$ cat config.mk
export PLATFORM = sky130hd
export DESIGN_NAME = multicycle_control
export DESIGN_NICKNAME = d
export VERILOG_FILES = /design/src/rtl/multicycle_control.sv
export SDC_FILE = /design/constraint.sdc
export NUM_CORES = 1
export LEC_CHECK = 0
export ABC_AREA = 1
export ABC_CLOCK_PERIOD_IN_PS = 2500
export CORE_UTILIZATION = 47
export CTS_BUF_LIST = sky130_fd_sc_hd__clkbuf_8
export CTS_CLUSTER_DIAMETER = 30
export CTS_CLUSTER_SIZE = 30
export DETAILED_ROUTE_END_ITERATION = 8
export GPL_ROUTABILITY_DRIVEN = 1
export PLACE_DENSITY = 0.81
export SKIP_CTS_REPAIR_TIMING = 1
export SYNTH_ARGS = -nofsm -noshare
export SYNTH_HDL_FRONTEND = slang
export SYNTH_SLANG_ARGS = --single-unit
$ cat constraint.sdc
create_clock -name clk_i -period 2.5 [get_ports clk_i]
set_clock_uncertainty 0.05 [all_clocks]
set_input_delay 0.25 -clock clk_i [delete_from_list [all_inputs] [get_ports clk_i]]
set_output_delay 0.25 -clock clk_i [all_outputs]
set_load 0.03 [all_outputs]
$ cat src/rtl/multicycle_control.sv
// Multi-cycle RV32-subset sequencer: IF/ID/EX/MEM/WB over a shared single-port memory.
// Optional MC_ILLEGAL_TRAP_EN adds a sticky ERR state for unknown opcodes.
module multicycle_control (
    input  logic       clk_i,
    input  logic       rst_i,
    input  logic [6:0] Op_i,
    input  logic       Zero_i,
    input  logic       mem_ready_i,
    output logic       PCWrite_o,
    output logic       PCSrc_o,
    output logic       IRWrite_o,
    output logic       InstRead_o,
    output logic [1:0] ALUOp_o,
    output logic       ALUSrc_o,
    output logic       RegWrite_o,
    output logic       MemtoReg_o,
    output logic       MemRead_o,
    output logic       MemWrite_o,
    output logic       done_o,
    output logic       illegal_o
);

    localparam logic [6:0] OP_R   = 7'b0110011;
    localparam logic [6:0] OP_I   = 7'b0010011;
    localparam logic [6:0] OP_LW  = 7'b0000011;
    localparam logic [6:0] OP_SW  = 7'b0100011;
    localparam logic [6:0] OP_BEQ = 7'b1100011;

    typedef enum logic [2:0] {
        S_IF  = 3'd0,
        S_ID  = 3'd1,
        S_EX  = 3'd2,
        S_MEM = 3'd3,
        S_WB  = 3'd4,
        S_ERR = 3'd5
    } state_t;

    state_t     state, next_state;
    logic [6:0] op_q;

    always_ff @(posedge clk_i or posedge rst_i) begin
        if (rst_i) begin
            state <= S_IF;
            op_q  <= 7'd0;
        end else begin
            state <= next_state;
            if (state == S_ID)
                op_q <= Op_i;
        end
    end

`ifdef MC_ILLEGAL_TRAP_EN
    logic illegal_q;

    always_ff @(posedge clk_i or posedge rst_i) begin
        if (rst_i)
            illegal_q <= 1'b0;
        else if (state == S_EX && next_state == S_ERR)
            illegal_q <= 1'b1;
    end

    assign illegal_o = illegal_q;
`else
    assign illegal_o = 1'b0;
`endif

    always_comb begin
        next_state = S_IF;
        case (state)
            S_IF:  next_state = mem_ready_i ? S_ID : S_IF;
            S_ID:  next_state = S_EX;
            S_EX: begin
                case (op_q)
                    OP_R, OP_I:   next_state = S_WB;
                    OP_LW, OP_SW: next_state = S_MEM;
                    OP_BEQ:       next_state = S_IF;
`ifdef MC_ILLEGAL_TRAP_EN
                    default:      next_state = S_ERR;
`else
                    default:      next_state = S_IF;
`endif
                endcase
            end
            S_MEM: begin
                if (!mem_ready_i)
                    next_state = S_MEM;
                else
                    next_state = (op_q == OP_LW) ? S_WB : S_IF;
            end
            S_WB:  next_state = S_IF;
`ifdef MC_ILLEGAL_TRAP_EN
            S_ERR: next_state = S_ERR;
`endif
            default: next_state = S_IF;
        endcase
    end

    always_comb begin
        PCWrite_o  = 1'b0;
        PCSrc_o    = 1'b0;
        IRWrite_o  = 1'b0;
        InstRead_o = 1'b0;
        ALUOp_o    = 2'b00;
        ALUSrc_o   = 1'b0;
        RegWrite_o = 1'b0;
        MemtoReg_o = 1'b0;
        MemRead_o  = 1'b0;
        MemWrite_o = 1'b0;
        done_o     = 1'b0;
        case (state)
            S_IF: begin
                InstRead_o = 1'b1;
                IRWrite_o  = mem_ready_i;
                PCWrite_o  = mem_ready_i;
            end
            S_EX: begin
                case (op_q)
                    OP_R: ALUOp_o = 2'b10;
                    OP_I, OP_LW, OP_SW: ALUSrc_o = 1'b1;
                    OP_BEQ: begin
                        ALUOp_o   = 2'b01;
                        PCSrc_o   = 1'b1;
                        PCWrite_o = Zero_i;
                        done_o    = 1'b1;
                    end
`ifdef MC_ILLEGAL_TRAP_EN
                    default: ;
`else
                    default: done_o = 1'b1;
`endif
                endcase
            end
            S_MEM: begin
                if (op_q == OP_LW) begin
                    MemRead_o = 1'b1;
                end else begin
                    MemWrite_o = 1'b1;
                    done_o     = mem_ready_i;
                end
            end
            S_WB: begin
                RegWrite_o = 1'b1;
                MemtoReg_o = (op_q == OP_LW);
                done_o     = 1'b1;
            end
            default: ;
        endcase
        // state sits at IF while reset is held, so the fetch request must be masked here
        if (rst_i) begin
            PCWrite_o  = 1'b0;
            PCSrc_o    = 1'b0;
            IRWrite_o  = 1'b0;
            InstRead_o = 1'b0;
            ALUOp_o    = 2'b00;
            ALUSrc_o   = 1'b0;
            RegWrite_o = 1'b0;
            MemtoReg_o = 1'b0;
            MemRead_o  = 1'b0;
            MemWrite_o = 1'b0;
            done_o     = 1'b0;
        end
    end

endmodule

==> impl_metrics.ini, run 1 <==
[sta]
finalSetupViolations = 0
min_period_over_period = 0.903
fmaxAchievable_mhz = 443
period_minus_slack_ns = 2.26
drv_slew = 0
hold_viol = 0
totalNegativeSetupSlack_ns = 0
grt_setup_unrepaired = no

[worst_setup_path]
setup.reg_to_reg.worst_slack_ns = 1.26
crit_path_buffers_inverters = 2
path_delay_family = buffers and inverters
critical_path.endpoint_type = primary output
timing.critical_path.cells = inv_2 -> nand3_1 -> nor2_1 -> nand3_1 -> a21oi_1 -> clkdlybuf4s50_1
cp_required_ns = 2.20
critical_path.startpoint_type = flip-flop
critical-path-max-stage-delay_ns = 0.70
path_common_cell = nand3_1
crit_path_max_fanout = 5
critPathSlowestCell = clkdlybuf4s50_1
worstPathArrival_ns = 1.96
path_class = reg2out

[global_route]
antenna_found_initial = 0
overflow = 0
vias_in_the_first_global_route = 550
track_usage = 0.248
grt_start_max_net_pins = 14
grt_pass1_wl_mm = 2.29

[floorplan]
core.rowCount = 12
die_area_um2 = 1480
fp.coreArea_um2 = 1170
fp.dieH_um = 38.5
start_util = 0.535
floorplan.io_pins = 24
die_w_um = 38.5

[power_and_ir_drop]
power.share.combinational = 0.462
seq_power_share = 0.349
p_leak_nw = 0.389
power_density_nw_per_um2 = 923
sw_power_uw = 342
power.switching_fraction = 0.415
power.ir.vdd_worst_mv = 0.536
p_clk_frac = 0.190
intPower_uw = 481

[layout]
diodes = 0
filler_cell_count = 88
nNetsFinal = 117
area_delta_synth_final_pct = 42.1
final_common_cell = clkdlybuf4s50_1
layout.cells.most_common_list = clkdlybuf4s50_1 (22), nor2_1 (16), dfrtp_1 (10)
drive_above_1_share = 0.173
final_core_utilization = 0.761

[logic_synthesis]
synth_cells = 81
ys_seq_area_frac = 0.399
post_synth.cell_area_avg_um2 = 7.74
yosys.area_share.adder = 0
yosys.area_share.simple = 0.357
synth-compound-area-share = 0.0898
synth.area.mux_share = 0.0359
synthesis.yosys.warnings = 0
postSynthRegisterBits = 10
synth_xor_area_frac = 0
synth.net_count = 92
synthesis.area_um2 = 627
synth_top_family_by_area = simple AND/OR/NAND/NOR gates
post_synth_num_cell_types = 24

[clock_network]
cts_tree = done
clock_tree.htree_level_count = 1
clockRootBuffer = clkbuf_8
cts_sinks = 10
clk_transition_reported_paths_ns = 0.04
clk_latency_ns = 0.23
cts_buf_count = 3
clk_path_buf_depth = 2

[place]
hpwl_mm = 1.08
port_buffers = 22
gpl.final_weighted_congestion = 0.782

[route]
number_of_drc_markers_after_the_initial_detailed_route_iteration = 17
vias = 596
drt-total-wl_mm = 1.35
drt-vias-per-instance = 5.05
postRouteAntennaNets = 0
avgRoutedWirePerCell_um = 11.5
route.detailed.drc = 0
drtPass1Iterations = 6

[hold_path]
min-delay-path-class = reg2reg

[flow_run]
drv.max_cap_violation_count = 0

[run_status]
outcome = completed
-- Yosys cell counts (all sizes together) --
cell     n  area, µm²
a21boi   1       7.51
a21oi    8       43.8
buf      2       18.8
clkbuf   1       3.75
conb     1       3.75
dfrtp   10        250
inv     12       47.6
mux2     2       22.5
nand2   10       42.5
nand3   10       60.1
nand4    2       12.5
nor2    17       71.3
nor3     3       31.3
nor4     1       6.26
o21ai    1       5.00
-- cell families (layout without fill, tap and decap cells) --
| group | Yosys count | after routing |
|---|---|---|
| other | 1 | 1 |
| flip-flops | 10 | 10 |
| AO/OA/AOI/OAI | 10 | 10 |
| buffers and inverters | 15 | 38 |
| multiplexers | 2 | 2 |
| AND/OR/NAND/NOR | 43 | 43 |
-- power groups by stage --
stage	Clock, mW	Sequential (mW)	Combinational [mW]
global route	0.171	0.296	0.417
floorplan	0	0.278	0.299
global placement	0	0.285	0.367
CTS	0.163	0.285	0.381
finish	0.156	0.287	0.380
detailed placement	0	0.287	0.379
-- worst register-to-register path: cells and delay by family, from the launching register on --
| family | cells | cell delay [ns] |
|---|---|---|
| simple gates | 1 | 0.22 |
| buf+inv | 1 | 0.11 |
| mux | 1 | 0.34 |
| flops | 1 | 0.40 |
-- final timing paths --
| check | from | endpoint | depth (start not counted) |
|---|---|---|---|
| min in group asynchronous | rst_i | op_q[1] | 3 |
| setup reg to reg | state[1] | op_q[0] | 3 |
| hold / removal | op_q[1] | op_q[1] | 1 |
| hold reg to reg | op_q[1] | op_q[1] | 1 |
| setup / recovery | op_q[4] | PCWrite_o | 6 |
| max in group asynchronous | rst_i | op_q[2] | 3 |
-- metrics by stage --
stage	cells	worst slack (ns)	area, µm²	hold WS, ns	power [mW]
floorplan	81	0.639	627	0.0557	0.577
global placement	115	0.349	850	0.439	0.652
detailed placement	115	0.302	850	0.447	0.667
CTS	118	0.222	891	0.457	0.830
global route	118	0.143	891	0.479	0.885
finish	118	0.244	891	0.451	0.822
-- cell type report --
| class | count | area (µm²) | area share |
|---|---|---|---|
| Multi-Input combinational cell | 56 | 307 | 0.344 |
| Timing Repair Buffer | 23 | 228 | 0.256 |
| Inverter | 12 | 47.5 | 0.0534 |
| Sequential cell | 10 | 250 | 0.281 |
| Tap cell | 14 | 17.5 | 0.0197 |
| Clock buffer | 3 | 41.3 | 0.0463 |
-- registers in the layout, indices dropped and copies added (netlist names) --
register / cells
op_q: 7
state: 3
-- routing by layer --
| metal | share of wire | global-route usage | vias to the layer above |
|---|---|---|---|
| met5 | 0 | 0 | - |
| met4 | 0.042 | 0.207 | 0 |
| met3 | 0.052 | 0.0523 | 7 |
| met2 | 0.51 | 0.433 | 25 |
| met1 | 0.40 | 0.242 | 256 |
| li1 | - | - | 308 |
No activity file was read; power rests on OpenSTA's default activity.
==> run 2, diff against run 1 <==
--- a/config.mk
+++ b/config.mk
@@ -5,15 +5,14 @@
 export SDC_FILE = /design/constraint.sdc
 export NUM_CORES = 1
 export LEC_CHECK = 0
-export ABC_AREA = 1
 export ABC_CLOCK_PERIOD_IN_PS = 2500
-export CORE_UTILIZATION = 47
+export CORE_UTILIZATION = 50
 export CTS_BUF_LIST = sky130_fd_sc_hd__clkbuf_8
 export CTS_CLUSTER_DIAMETER = 30
 export CTS_CLUSTER_SIZE = 30
 export DETAILED_ROUTE_END_ITERATION = 8
 export GPL_ROUTABILITY_DRIVEN = 1
-export PLACE_DENSITY = 0.81
+export PLACE_DENSITY = 0.82
 export SKIP_CTS_REPAIR_TIMING = 1
 export SYNTH_ARGS = -nofsm -noshare
 export SYNTH_HDL_FRONTEND = slang
==> constraint.sdc (replaced) <==
create_clock -name clk_i -period 2.5 [get_ports clk_i]
set_clock_uncertainty 0.05 [all_clocks]
set_input_delay 0.5 -clock clk_i [delete_from_list [all_inputs] [get_ports clk_i]]
set_output_delay 0.5 -clock clk_i [all_outputs]
set_load 0.03 [all_outputs]
==> run 2 against run 1 <==
Clock-buffer cell count is 1 higher. Register-to-register slack worse by 0.22 ns. Combinational power is 14% higher. Sequential power is 28% higher. Sequential cell count stayed put. Hold slack better by 0.036 ns. Setup slack worse by 0.038 ns. Routed wire length is 9.5% higher. Critical path type is now in2out. Largest power group unchanged.
==> impl_metrics.ini, run 2 <==
[logic_synthesis]
synthArstFlopShare = 1.00
number_of_enable_flip_flop_cells_after_synthesis = 0
synthesis.yosys.warnings = 0
synthMostInstantiatedCell = dfrtp_1
synthesis.area_um2 = 723
post_synth.cell_area_avg_um2 = 11.5
synth.cells.most_frequent = dfrtp_1 (10), mux2_4 (7), nand2_1 (4), nor2_1 (4)
ys_seq_area_frac = 0.346
synth.top_cell.area_share = 0.346
synth_top_cell_by_area = dfrtp_1
netlist_top_cells_area = dfrtp_1 (35%), mux2_4 (15%), nor4_2 (5.2%)
postSynthRegisterBits = 10
postSynth.topFlopCell = dfrtp_1
post_synth_num_cell_types = 32
synth.net_count = 74
synth_cells = 63

[clock_network]
clk_transition_reported_paths_ns = 0.05
cts_sinks = 10
clock_tree.htree_level_count = 1
cts_buf_count = 3
clk_latency_ns = 0.24
cts_tree = done
clk_path_buf_depth = 2
clockRootBuffer = clkbuf_8

[global_route]
overflow = 0
vias_in_the_first_global_route = 430
grt_start_max_net_pins = 12
track_usage = 0.215
grt_pass1_wl_mm = 2.13
antenna_found_initial = 0

[route]
avgRoutedWirePerCell_um = 14.4
number_of_drc_markers_after_the_initial_detailed_route_iteration = 17
drtPass1Iterations = 4
vias = 589
drt-vias-per-instance = 5.72
postRouteAntennaNets = 0
route.detailed.drc = 0
drt-total-wl_mm = 1.48

[layout]
layout.cells.most_common_list = buf_4 (14), clkdlybuf4s50_1 (10), dfrtp_1 (10)
flip_flop_count_of_the_largest_register_all_copies_and_words_added = 7
drive_above_1_share = 0.386
area_delta_synth_final_pct = 34.9
filler_cell_count = 111
top_register = op_q
nNetsFinal = 100
final_core_utilization = 0.741
post_layout_nonfiller_instances = 103
largest_registers = op_q x7, state x3
diodes = 0
combined_area_of_the_multi_input_logic_cells_um2 = 435
final_common_cell = buf_4
layout.area.seq_um2 = 250

[floorplan]
fp.dieH_um = 40.0
start_util = 0.549
die_w_um = 40.0
fp.coreArea_um2 = 1320
core.rowCount = 13
die_area_um2 = 1600
floorplan.io_pins = 24

[sta]
totalNegativeSetupSlack_ns = 0
period_minus_slack_ns = 2.29
min_period_over_period = 0.918
hold_viol = 0
grt_setup_unrepaired = no
fmaxAchievable_mhz = 436
drv_slew = 0
finalSetupViolations = 0

[power_and_ir_drop]
power.ir.vdd_worst_mv = 0.633
p_leak_nw = 0.437
power_density_nw_per_um2 = 1030

[hold_path]
min-delay-path-class = reg2reg

[worst_setup_path]
crit_path_buffers_inverters = 2
worstPathArrival_ns = 1.74
critical_path.endpoint_type = primary output
critical-path-max-stage-delay_ns = 0.57
crit_path_max_fanout = 5
cp_required_ns = 1.95
critPathSlowestCell = clkdlybuf4s50_1
path_delay_family = buffers and inverters
path_class = in2out
critical_path.startpoint_type = primary input
timing.critical_path.cells = clkdlybuf4s50_1 -> nand2_1 -> nor4_2 -> a311o_1 -> buf_4

[place]
gpl.final_weighted_congestion = 0.797
hpwl_mm = 1.14
dp.cells = 99
port_buffers = 22

[flow_run]
drv.max_cap_violation_count = 0

[run_status]
outcome = completed
run 2: changes by cell type after synthesis, sizes merged, moves of 2 or more:
cell,before,now
nor2,17,5
mux2,2,7
nor4,1,4
a21oi,8,2
nand2,10,4
and3,0,2
nand2b,0,4
inv,12,3
nand4bb,0,2
a211oi,0,2
nand3,10,0
run 2: cell families after synthesis:
kind of cell,share of synthesized area
flip-flops,0.346
AO/OA/AOI/OAI,0.0744
other,0.00519
buffers and inverters,0.0519
multiplexers,0.159
AND/OR/NAND/NOR,0.363
run 2: per-layer routing:
metal / routed length, µm / global-route usage / up-vias
met5: 0 / 0 / -
met2: 720 / 0.319 / 23
met4: 14 / 0.0776 / 0
li1: - / - / 279
met1: 647 / 0.281 / 285
met3: 99 / 0.0833 / 2
run 2: worst paths after layout:
kind	slack [ns]	start	end	cells after the start
setup / recovery	0.21	mem_ready_i	done_o	5
hold / removal	0.49	op_q[2]	op_q[2]	1
setup reg to reg	1.04	state[0]	op_q[4]	3
hold reg to reg	0.49	op_q[2]	op_q[2]	1
max in group asynchronous	1.56	rst_i	op_q[0]	4
min in group asynchronous	0.70	rst_i	op_q[1]	4
run 2: worst register-to-register path: stages (launching register included):
cell,delay [ns]
dfrtp_1,0.62
nand2b_4,0.15
nor2_8,0.20
mux2_4,0.32
run 2: layout make-up:
cell class | count | share of cell area
Clock buffer | 4 | 0.0564
Inverter | 3 | 0.0115
Tap cell | 15 | 0.0192
Timing Repair Buffer | 24 | 0.210
Multi-Input combinational cell | 47 | 0.446
Sequential cell | 10 | 0.256
run 2: where the power goes:
part / switching, mW / internal (mW)
logic: 0.191 / 0.242
registers: 0.133 / 0.234
clock network: 0.0621 / 0.138
run 2: through the flow:
| step | setup slack, ns | cell area [µm²] | hold slack, ns | power (mW) |
|---|---|---|---|---|
| after floorplan | 0.0647 | 723 | 0.298 | 0.707 |
| after global placement | 0.247 | 921 | 0.466 | 0.785 |
| after detailed placement | 0.213 | 921 | 0.479 | 0.801 |
| after CTS | 0.200 | 976 | 0.490 | 1.01 |
| after global routing | 0.109 | 976 | 0.512 | 1.06 |
| final | 0.206 | 976 | 0.487 | 1.00 |
==> run 3, diff against run 2 <==
--- a/config.mk
+++ b/config.mk
@@ -13,6 +13,7 @@
 export DETAILED_ROUTE_END_ITERATION = 8
 export GPL_ROUTABILITY_DRIVEN = 1
 export PLACE_DENSITY = 0.82
+export REMOVE_ABC_BUFFERS = 1
 export SKIP_CTS_REPAIR_TIMING = 1
 export SYNTH_ARGS = -nofsm -noshare
 export SYNTH_HDL_FRONTEND = slang
==> run 3 against run 2 <==
Fmax is 0.10% higher. Via count decreased by 3.1%. Cell area stayed put. Highest routed layer unchanged. Critical endpoint is now ALUOp_o[1].
==> impl_metrics.ini, run 3 (synthesized netlist as in run 2, its figures left out) <==
[power_and_ir_drop]
power_density_nw_per_um2 = 1030
power.ir.vdd_worst_mv = 0.609
p_leak_nw = 0.437
totalPowerFinal_mw = 1.00

[layout]
layout.cells.most_common_list = buf_4 (14), clkdlybuf4s50_1 (10), dfrtp_1 (10)
diodes = 0
nNetsFinal = 100
final_core_utilization = 0.741
filler_cell_count = 98
combined_area_of_the_multi_input_logic_cells_um2 = 435
post_layout_nonfiller_instances = 103
area_delta_synth_final_pct = 34.9
flip_flop_count_of_the_largest_register_all_copies_and_words_added = 7
drive_above_1_share = 0.386
top_register = op_q
post-route-cell-area_um2 = 976
largest_registers = op_q x7, state x3
layout.area.seq_um2 = 250
final_common_cell = buf_4

[hold_path]
min_from = op_q[3]
min-delay-path-class = reg2reg
holdPathStages = 1

[sta]
finalSetupViolations = 0
fmaxAchievable_mhz = 436
drv_slew = 0
period_minus_slack_ns = 2.29
grt_setup_unrepaired = no
totalNegativeSetupSlack_ns = 0
min_period_over_period = 0.917
slack_of_the_critical_path_ns = 0.208
hold_viol = 0
hold_slack_ns = 0.482

[route]
route.detailed.drc = 0
drt-total-wl_mm = 1.47
drtPass1Iterations = 4
drt-vias-per-instance = 5.54
postRouteAntennaNets = 0
vias = 571
avgRoutedWirePerCell_um = 14.3
number_of_drc_markers_after_the_initial_detailed_route_iteration = 19

[floorplan]
floorplan.io_pins = 24
die_w_um = 40.0
fp.coreArea_um2 = 1320
core.rowCount = 13
start_util = 0.549
fp.dieH_um = 40.0
die_area_um2 = 1600

[worst_setup_path]
critical_path.startpoint_type = primary input
cp_required_ns = 1.95
crit_path_max_fanout = 4
worst_r2r_path_depth = 3
timing.rr.start = state[0]
worstPathArrival_ns = 1.74
path_class = in2out
cp-startpoint = rst_i
critical_path.endpoint_type = primary output

[clock_network]
clock_tree.htree_level_count = 1
clk_transition_reported_paths_ns = 0.05
cts_buf_count = 3
clk_latency_ns = 0.24
clk_path_buf_depth = 2
cts_sinks = 10
cts_tree = done
clockRootBuffer = clkbuf_8

[global_route]
grt_start_max_net_pins = 12
overflow = 0
vias_in_the_first_global_route = 501
antenna_found_initial = 0
track_usage = 0.223
grt_pass1_wl_mm = 2.26

[place]
detailedPlace.worstSlack_ns = 0.226
hpwl_mm = 1.12
gpl.final_weighted_congestion = 0.694
port_buffers = 22
dp.cells = 99
placed_area_um2 = 921

[flow_run]
drv.max_cap_violation_count = 0

[run_status]
outcome = completed
## run 3: per-layer routing
metal | GRT usage | up-vias | wire length (µm)
met5 | 0 | - | 0
met3 | 0.0611 | 2 | 98
met1 | 0.279 | 269 | 655
met2 | 0.339 | 19 | 704
met4 | 0.129 | 0 | 12
li1 | - | 281 | -
## run 3: path summary, 6_finish.rpt
path                         endpoint  slack (ns)
max                        ALUOp_o[1]        0.21
min in group asynchronous     op_q[3]        0.71
min reg2reg                   op_q[3]        0.48
max reg2reg                   op_q[4]        1.06
max in group asynchronous    state[0]        1.55
min                           op_q[3]        0.48
## run 3: critical path: stages
cell	delay (ns)
clkdlybuf4s50_1	0.42
nand2b_2	0.22
nor3_1	0.23
and4_1	0.22
buf_4	0.15
## run 3: power by group
part / leakage (nW) / internal [mW] / total [mW] / switching, mW
clock: 0.0288 / 0.139 / 0.208 / 0.0689
sequential: 0.122 / 0.234 / 0.367 / 0.133
combinational: 0.287 / 0.242 / 0.427 / 0.185
## run 3: cell type report
type	count	share of cell area
Timing Repair Buffer	24	0.210
Multi-Input combinational cell	47	0.446
Tap cell	15	0.0192
Clock buffer	4	0.0564
Sequential cell	10	0.256
Inverter	3	0.0115
